### src/rtl/shift_add_multiplier_datapath.sv
// shift_add_multiplier_datapath: sequential unsigned shift-add multiplier, WIDTH x WIDTH -> 2*WIDTH
// Ports:
//   clk          rising-edge clock
//   reset        asynchronous active-low reset, clears all state
//   load         start pulse; samples operands and (re)starts the operation
//   multiplicand operand M, sampled on load
//   multiplier   operand Q, sampled on load
//   product      registered result, valid while done=1
//   done         result valid, held until next load/reset
//   busy         high while iterating
//   count        high during the terminating iteration cycle
//   A            live accumulator (upper half of {A,Q})
// Optional feature: define SHIFT_ADD_EARLY_TERM_EN to finish as soon as the
// remaining multiplier bits are all zero.
module shift_add_multiplier_datapath #(
   parameter int WIDTH = 8
) (
   input  logic                 clk,
   input  logic                 reset,
   input  logic                 load,
   input  logic [WIDTH-1:0]     multiplicand,
   input  logic [WIDTH-1:0]     multiplier,
   output logic [2*WIDTH-1:0]   product,
   output logic                 done,
   output logic                 busy,
   output logic                 count,
   output logic [WIDTH-1:0]     A
);
   localparam int CW = $clog2(WIDTH + 1);
   typedef enum logic [1:0] {IDLE, RUN, DONE} state_t;
   state_t             state_q, state_d;
   logic [WIDTH-1:0]   a_q, a_d, q_q, q_d, m_q, m_d;
   logic [CW-1:0]      cnt_q, cnt_d;
   logic [2*WIDTH-1:0] prod_q, prod_d;
   logic [WIDTH:0]     sum;
   logic               last;
`ifdef SHIFT_ADD_EARLY_TERM_EN
   logic               zero;
`endif
   always_comb begin
      sum     = {1'b0, a_q} + (q_q[0] ? {1'b0, m_q} : '0);
      last    = cnt_q == CW'(WIDTH - 1);
`ifdef SHIFT_ADD_EARLY_TERM_EN
      // after cnt shifts only the low WIDTH-cnt bits of Q are still multiplier bits
      zero    = (q_q & ({WIDTH{1'b1}} >> cnt_q)) == '0;
      count   = (state_q == RUN) && (last || zero);
`else
      count   = (state_q == RUN) && last;
`endif
      state_d = state_q;
      a_d     = a_q;
      q_d     = q_q;
      m_d     = m_q;
      cnt_d   = cnt_q;
      prod_d  = prod_q;
      if (load) begin
         state_d = RUN;
         a_d     = '0;
         q_d     = multiplier;
         m_d     = multiplicand;
         cnt_d   = '0;
      end else if (state_q == RUN) begin
`ifdef SHIFT_ADD_EARLY_TERM_EN
         if (zero) begin
            // partial product so far sits in {A, top cnt bits of Q}
            prod_d  = {a_q, q_q} >> (CW'(WIDTH) - cnt_q);
            state_d = DONE;
         end else
`endif
         begin
            // {C,A,Q} >> 1: carry lands in A's msb, sum lsb enters Q's msb
            {a_d, q_d} = {sum, q_q[WIDTH-1:1]};
            cnt_d      = cnt_q + CW'(1);
            if (last) begin
               prod_d  = {sum, q_q[WIDTH-1:1]};
               state_d = DONE;
            end
         end
      end
   end
   always_ff @(posedge clk or negedge reset) begin
      if (!reset) begin
         state_q <= IDLE;
         a_q     <= '0;
         q_q     <= '0;
         m_q     <= '0;
         cnt_q   <= '0;
         prod_q  <= '0;
      end else begin
         state_q <= state_d;
         a_q     <= a_d;
         q_q     <= q_d;
         m_q     <= m_d;
         cnt_q   <= cnt_d;
         prod_q  <= prod_d;
      end
   end
   assign product = prod_q;
   assign done    = state_q == DONE;
   assign busy    = state_q == RUN;
   assign A       = a_q;
endmodule

### config.mk
export PLATFORM = sky130hd
export DESIGN_NAME = shift_add_multiplier_datapath
export DESIGN_NICKNAME = d
export VERILOG_FILES = /design/src/rtl/shift_add_multiplier_datapath.sv
export SDC_FILE = /design/constraint.sdc
export NUM_CORES = 1
export LEC_CHECK = 0
export ABC_AREA = 1
export CAP_MARGIN = 10
export CORE_ASPECT_RATIO = 0.6
export CORE_MARGIN = 2
export CORE_UTILIZATION = 51
export CTS_BUF_LIST = sky130_fd_sc_hd__clkbuf_16
export DETAILED_ROUTE_END_ITERATION = 6
export GPL_TIMING_DRIVEN = 0
export PLACE_DENSITY = 0.79
export SLEW_MARGIN = 5
export SYNTH_ARGS = -nofsm -noshare
export SYNTH_HDL_FRONTEND = slang
export SYNTH_SLANG_ARGS = --single-unit
export TNS_END_PERCENT = 100
### constraint.sdc
create_clock -name clk -period 2.1 [get_ports clk]
set_input_delay 0.42 -clock clk [delete_from_list [all_inputs] [get_ports clk]]
set_output_delay 0.42 -clock clk [all_outputs]
set_load 0.03 [all_outputs]
Word level (Yosys, flattened, before mapping)
Cells that the tools add are included.
{ "word_totals": {"reg_bits": 46, "latchBits": 0, "ram_bits": 0, "rom_bits": 0, "inputBits": 19, "output_inout_bits": 27, "memories": 0} }
{ "op_classes": {"add_sub_neg": 2, "n_mul": 0, "div_mod_pow": 0, "n_lt_le_gt_ge": 0, "n_eq_ne": 3, "shifts": 0, "mux": 10, "n_bitwise": 1, "reduce_logical": 5} }
{ "op_table": {"columns": ["cell", "n"], "rows": [
  ["$mux 8", 5],
  ["$add 8x8->9", 1],
  ["$mux 4", 2],
  ["$mux 2", 3],
  ["$add 4x1->4 const B", 1],
  ["$eq 4x3->1 const B", 1],
  ["$reduce_bool 2->1", 2],
  ["$reduce_and 3->1", 1],
  ["$eq 2x1->1 const B", 1],
  ["$eq 2x2->1 const B", 1],
  ["$reduce_and 2->1", 1],
  ["$logic_and 1x1->1", 1],
  ["$not 1->1", 1]
]} }

Logic depth before layout (Yosys ltp)
Gate-level depths: netlist of run 1.
{ "logic_depth": {"ltp_word": 4, "depth_mapped": 13} }

Least setup slack after synthesis of run 1
Ideal clock, no wire load.
{ "synth_timing": {"path_type": "reg-to-reg", "startpoint": "reg q_q[0]", "endpoint": "reg prod_q[15] (netlist: product[15])", "setup_ns": 0.117, "arrival_ns": 1.662, "required_ns": 1.983, "path_slack_ns": 0.321, "stages_incl_launch_ff": 14, "path_buffers": 1, "cell_sequence": "dfrtp_1 -> clkbuf_1 -> nand2_1 -> inv_1 -> ha_1 -> fa_1 -> nand2_1 -> nand2_1 -> nand3_1 -> nand2_1 -> nand2_1 -> nand2_1 -> nand2_1 -> nand2_1"} }
{ "synth_between": {"elab_chain_cells": 2} }
{ "synth_rtl": {"columns": ["item", "line_no", "text"], "rows": [
  ["start, declared", "32", "logic [WIDTH-1:0] a_q, a_d, q_q, q_d, m_q, m_d;"],
  ["start signal, assigned", "92", "q_q <= q_d;"],
  ["$mux 8", "41", "sum = {1'b0, a_q} + (q_q[0] ? {1'b0, m_q} : '0);"],
  ["$add 8x8->9", "41", null],
  ["end signal, assigned", "95", "prod_q <= prod_d;"],
  ["end, declared", "34", "logic [2*WIDTH-1:0] prod_q, prod_d;"]
]} }
No other way between the ends.
A chain may end at the register's enable or synchronous reset.

Final worst setup path of run 1
{ "layout_timing": {"startpoint": "reg state_q[1]", "endpoint": "out done"} }
{ "layout_between": {"elab_chain_cells": 1} }
{ "layout_rtl": {"columns": ["item", "line_no", "text"], "rows": [
  ["start, declared", "31", "state_t state_q, state_d;"],
  ["start signal, assigned", "90", "state_q <= state_d;"],
  ["$eq 2x2->1", "99", "assign done = state_q == DONE;"],
  ["end, declared", "24", "output logic done,"]
]} }
No other way between the ends.

==> results of run 1 <==
[how the worst max path moves through the flow]
stage                    start  slack, ns          end
CTS                   cnt_q[0]       0.03        count
finish              state_q[1]       0.12         done
floorplan               q_q[0]       0.32  product[15]
global placement         reset      -0.66  product[14]
detailed placement      q_q[0]       0.06         A[7]
global route        state_q[1]       0.02         done
[cell families (layout without fill, tap and decap cells)]
logic type,count (synthesis),after routing,share of synthesized area
AOI/OAI and AO/OA,29,29,0.0886
and+or+nand+nor,147,147,0.273
xor gates and xnor gates,1,1,0.00378
buffers and inverters,44,97,0.0805
DFF,46,46,0.497
adders and majority gates,10,10,0.0572
[power by group]
group	leakage (nW)	total [mW]	internal, mW	switching [mW]
Clock	0.0672	0.770	0.435	0.336
Combinational	0.932	0.434	0.173	0.261
Sequential	0.602	1.00	0.955	0.0484
[worst max-delay path: cells and delay by family (launching register included)]
kind	cells	cell delay (ns)
buffers and inverters	2	0.73
flip-flops	1	0.46
AND/OR/NAND/NOR	1	0.08
[cell usage after synthesis (3+ instances only)]
master,n,area share
clkbuf_1,3,0.0049
inv_2,3,0.0049
nor2_1,14,0.023
o21ai_0,7,0.015
nand2_2,4,0.011
ha_1,9,0.049
nand3_1,16,0.035
o21ai_2,9,0.034
dfrtp_1,46,0.50
inv_1,32,0.052
buf_2,3,0.0065
nand2_1,106,0.17
a21oi_1,4,0.0086
o221ai_1,4,0.015
[metal layers]
metal  up-vias  routed length (um)  track usage
li1        978                   -            -
met3        11                 331       0.0461
met2        64                2100        0.320
met1       882                2600        0.339
met5         -                   0            0
met4         0                  81       0.0909
[placed cells by master (no fill, tap or decap), drive strengths merged, types with 2 or more instances in the layout]
master,count
nand3b,2
o21ai,16
a22oi,2
clkinv,2
dfrtp,46
buf,7
a21oi,4
nor2,16
nand2,111
nand3,16
clkdlybuf4s50,41
inv,36
ha,9
clkbuf,8
o221ai,4
[timing repair]
action                     CTS  global route
hold endpoints to repair     8             0
setup endpoints to repair    1             7
gates resized for setup      1             3
hold buffers                 1             0
[metrics by stage]
step           TNS [ns]  utilization  area, sq um  cells  worst slack (ns)
3_3_place_gp     -30.08        0.669         2830    381            -0.657
2_1_floorplan         0            -         2320    277             0.321
6_report              0        0.707         2990    390             0.115
5_1_grt               0        0.707         2990    390            0.0246
3_5_place_dp          0        0.673         2850    382            0.0576
4_1_cts               0        0.708         3000    391            0.0264
[sequential cells by signal, summed over array words and instances, names as in the netlist]
signal and count:
product 16, A 8, m_q 8, q_q 8, cnt_q 4, state_q 2
[cell type report]
class / count / area share
flip-flops and latches: 46 / 0.385
plain buffers: 7 / 0.0151
clock buffers: 5 / 0.0418
clock inverters: 3 / 0.00543
inverters: 36 / 0.0460
multi-input cells: 187 / 0.327
repair buffers: 46 / 0.155
well taps: 60 / 0.0251
==> metrics.txt, run 1 <==
Warnings, synthesis=0; I/O pin count=46; Clock Sinks=46; Placer Congestion=0.921; Worst EP arrival=1.56 ns; status=finished clean; reg2reg path depth=12; DR WL/cell=about 13 um; number of diodes=0; Die Footprint=0.00512 sq mm; clk_skew=about 0.0065 ns; max-cap viol count=0; Chip Height=approximately 56 um; total global-route track usage=0.226; crit-path max cell delay=0.67 ns; Post-Syn Nets=between 300 and 400; Fin Hold WS=around 0.47 ns; RSZ-0062 raised after global routing=false; Starting Density=0.547; Clock H-tree levels=2; root buf cell=clkbuf_16; Slowest-stage cell, CP=clkdlybuf4s50_1; worst skew pair latency=~0.29 ns; worst-path fanout max=3; CTS Buf Count=5; area of the multi-input gates=around 1000 sq um; worst r2r src=q_q[0]; pwr/cell area=about 740 mW/mm^2; worst path required time=1.68 ns; Synth Flop Type=dfrtp_1; WL final=around 5100 um; r2r setup slk=between 0.15 and 0.2 ns; largest net degree at the start of global routing=39; Tightest Pin Transition=0.421 ns; DRC=0; final hold viol count=0; hold path cells=2; layout cells sized above 1=0.109; power consumption=~2.2 mW; Syn Area/Cell=8.37 sq um; maximum vdd ir drop=around 0.00048 V; Cells after Synth=around 280; hold wc startpoint=m_q[2]; First-pass DRT Iterations=4; Syn-to-layout area delta=29.2%; Tmin final=between 1.5 and 2 ns; vias in the first global route=roughly 1.8k; clk slew on worst S/H paths=about 0.060 ns; Core Rows=18; Setup crit start kind=flop; final setup fails=0; TritonCTS clock tree=yes; Slew HR=0.719; Reg area=0.00115 sq mm; fmax=approximately 500 MHz; Net count, final=around 360; routed vias/inst=between 4 and 5; DR vias=about 1.9k; post-synthesis sequential area ratio=0.497; r2r endpoint=A[7]; initial antenna violation count=0; WHS Endpoint=m_q[2]; crit path cell chain=inv_1 > nor2_1 > clkdlybuf4s50_1; final period utilization=0.945; postcts setup bufs=0; worst hold path type=flop to flop; post-synthesis async set-or-reset flop share=1.00; Routed Antenna Nets=0; fill cell count=370; GRT Residual Overflow=0; Pins Over Slew Limit=0; Cell Area, Synth=between 0.002 and 0.0025 sq mm; die width=between 90 and 100 um; Max Buffers Root-to-Sink=2; synthesized flop and latch total=between 40 and 50; crit path kind=flop to primary output; Post-synth EDFFs=0; Detailed Place HPWL=between 3000 and 4000 um; kind of end point of the critical path=primary output; PortBufs=44; Core Region=0.00423 sq mm; first-pass GRT wire length=around 9000 um; Synth cell types=27; DR iter-0 viols=154; Lkg Pwr=around 1.6 nW
No activity file was read; power rests on OpenSTA's default activity.
==> run 2: changes to the inputs <==
--- a/config.mk
+++ b/config.mk
@@ -8,9 +8,10 @@
 export ABC_AREA = 1
 export CAP_MARGIN = 10
 export CORE_ASPECT_RATIO = 0.6
-export CORE_MARGIN = 2
+export CORE_MARGIN = 5
 export CORE_UTILIZATION = 51
 export CTS_BUF_LIST = sky130_fd_sc_hd__clkbuf_16
+export CTS_CLUSTER_DIAMETER = 40
 export DETAILED_ROUTE_END_ITERATION = 6
 export GPL_TIMING_DRIVEN = 0
 export PLACE_DENSITY = 0.79
==> metrics.txt, run 2 (synthesis results as in run 1) <==
largest net degree at the start of global routing=28 (-28%); Finished Core Util=0.664 (-0.0427); RSZ-0062 raised after global routing=false; Tightest Pin Transition=0.480 ns (+0.0592 ns); Max Buffers Root-to-Sink=2 (unchanged); Tmin final=1.99 ns (+0.00341 ns); first-pass GRT wire length=9050 um (+1.1%); DR vias=1885 (-2.6%); final period utilization=0.947 (+0.00162); worst hold path type=input pin to async pin; max-cap viol count=0 (unchanged); pwr/cell area=726 mW/mm^2 (-1.6%); fmax=503 MHz (-0.17%); Core Region=0.00449 sq mm (+6.1%); routed vias/inst=4.81 (-3.1%); Lkg Pwr=1.60 nW (about the same); PortBufs=44 (unchanged); initial antenna violation count=0 (unchanged); kind of end point of the critical path=primary output; Chip Height=62.2 um (+11%); DR WL/cell=12.9 um (-1.7%); total global-route track usage=0.185 (-0.0415); fin worst setup slack=0.112 ns (-0.00341 ns); Net count, final=357 (-0.28%); Syn-to-layout area delta=28.8%; Largest register FFs=16 (unchanged); CTS Buf Count=5 (unchanged); most frequent cells in the layout=106 x nand2_1, 45 x dfrtp_1, 41 x clkdlybuf4s50_1; DRC=0 (unchanged); Placer Congestion=0.828 (-10%); status=finished clean; number of diodes=0 (unchanged); clk slew on worst S/H paths=0.06 ns (about the same); I/O pin count=46 (unchanged); TritonCTS clock tree=yes; Pins Over Slew Limit=0 (unchanged); Detailed Place HPWL=3840 um (+1.6%); Starting Density=0.516 (-0.0315); worst skew pair latency=0.28 ns (about the same); Place WS=0.0377 ns (-0.0199 ns); WL final=5050 um (-1.2%); Core Rows=19 (+1); Worst EP arrival=1.57 ns (about the same); clk_skew=0.00467 ns (-0.00181 ns); Setup crit start kind=flop; crit path kind=flop to primary output; final hold viol count=0 (unchanged); First-pass DRT Iterations=4 (unchanged); Die Footprint=0.00604 sq mm (+18%); commonest non-fill, non-tap cell in the layout=nand2_1; GRT Residual Overflow=0 (unchanged); worst-path fanout max=3 (unchanged); Routed Antenna Nets=0 (unchanged); worst path required time=1.68 ns (about the same); DR iter-0 viols=190 (+23%); Clock Sinks=46 (unchanged); hold buffer count at cts=0 (-1); root buf cell=clkbuf_16; layout cells sized above 1=0.109 (+0.000332); Slew HR=0.680 (-0.0394); maximum vdd ir drop=0.000322 V (-33%); vias in the first global route=1946 (+6.2%); Clock H-tree levels=2 (unchanged); die width=97.0 um (+6.6%); final setup fails=0 (unchanged)
run 2: changes by cell type in the layout (fill, tap and decap cells not counted):
cell | before | now
dfrtp_1 | 46 | 45
clkinvlp_4 | 1 | 0
dlygate4sd3_1 | 1 | 0
inv_1 | 32 | 33
dfrtp_2 | 0 | 1
run 2: report_power, final:
part           leakage, nW  switching [mW]  internal, mW
clock network       0.0724           0.304         0.430
registers            0.601          0.0491         0.956
logic                0.928           0.256         0.171
total                 1.60           0.609          1.56
run 2: final timing paths:
kind,startpoint,end,slack [ns],cells past startpoint
worst max-delay path,state_q[1],done,0.11,3
worst max register to register,q_q[0],product[15],0.20,12
max in group asynchronous,reset,q_q[0],1.51,2
min in group clk,m_q[7],m_q[7],0.47,2
worst min-delay path,reset,A[6],0.08,1
worst min register to register,m_q[7],m_q[7],0.47,2
run 2: cell type report:
cell class | count | area, sq um
fillers | 365 | 1510
flip-flops and latches | 46 | 1150
repair buffers | 45 | 453
multi-input cells | 187 | 980
clock inverters | 3 | 12.5
well taps | 63 | 78.8
inverters | 36 | 138
clock buffers | 5 | 125
plain buffers | 7 | 45.0
run 2: critical path, cell delays in order, from the launching register on:
cell and delay, ns:
dfrtp_1 0.46, inv_1 0.07, nor2_1 0.09, clkdlybuf4s50_1 0.68
run 2: per-stage QoR:
stage | total power [mW] | instances | instance area (sq um) | TNS, ns | hold slack [ns]
final | 2.17 | 392 | 2980 | 0 | 0.0845
after global routing | 2.29 | 392 | 2980 | 0 | 0.139
after CTS | 2.19 | 393 | 2990 | 0 | 0.102
after detailed placement | 1.45 | 385 | 2850 | 0 | 0.404
after global placement | 1.43 | 384 | 2840 | -28.98 | 0.456
after floorplan | 1.27 | 277 | 2320 | 0 | 0.124
run 2: per-layer routing:
metal | up-vias | global-route usage | routed length (um)
met5 | - | 0 | 0
met4 | 0 | 0.0613 | 47
met3 | 5 | 0.0436 | 311
met2 | 62 | 0.261 | 2090
met1 | 851 | 0.277 | 2600
li1 | 967 | - | -
run 2: repair_timing:
| action | 4_1_cts | 5_1_grt |
|---|---|---|
| resized for setup | 1 | 4 |
| endpoints found under the setup margin | 1 | 6 |
| setup buffers | 0 | 0 |
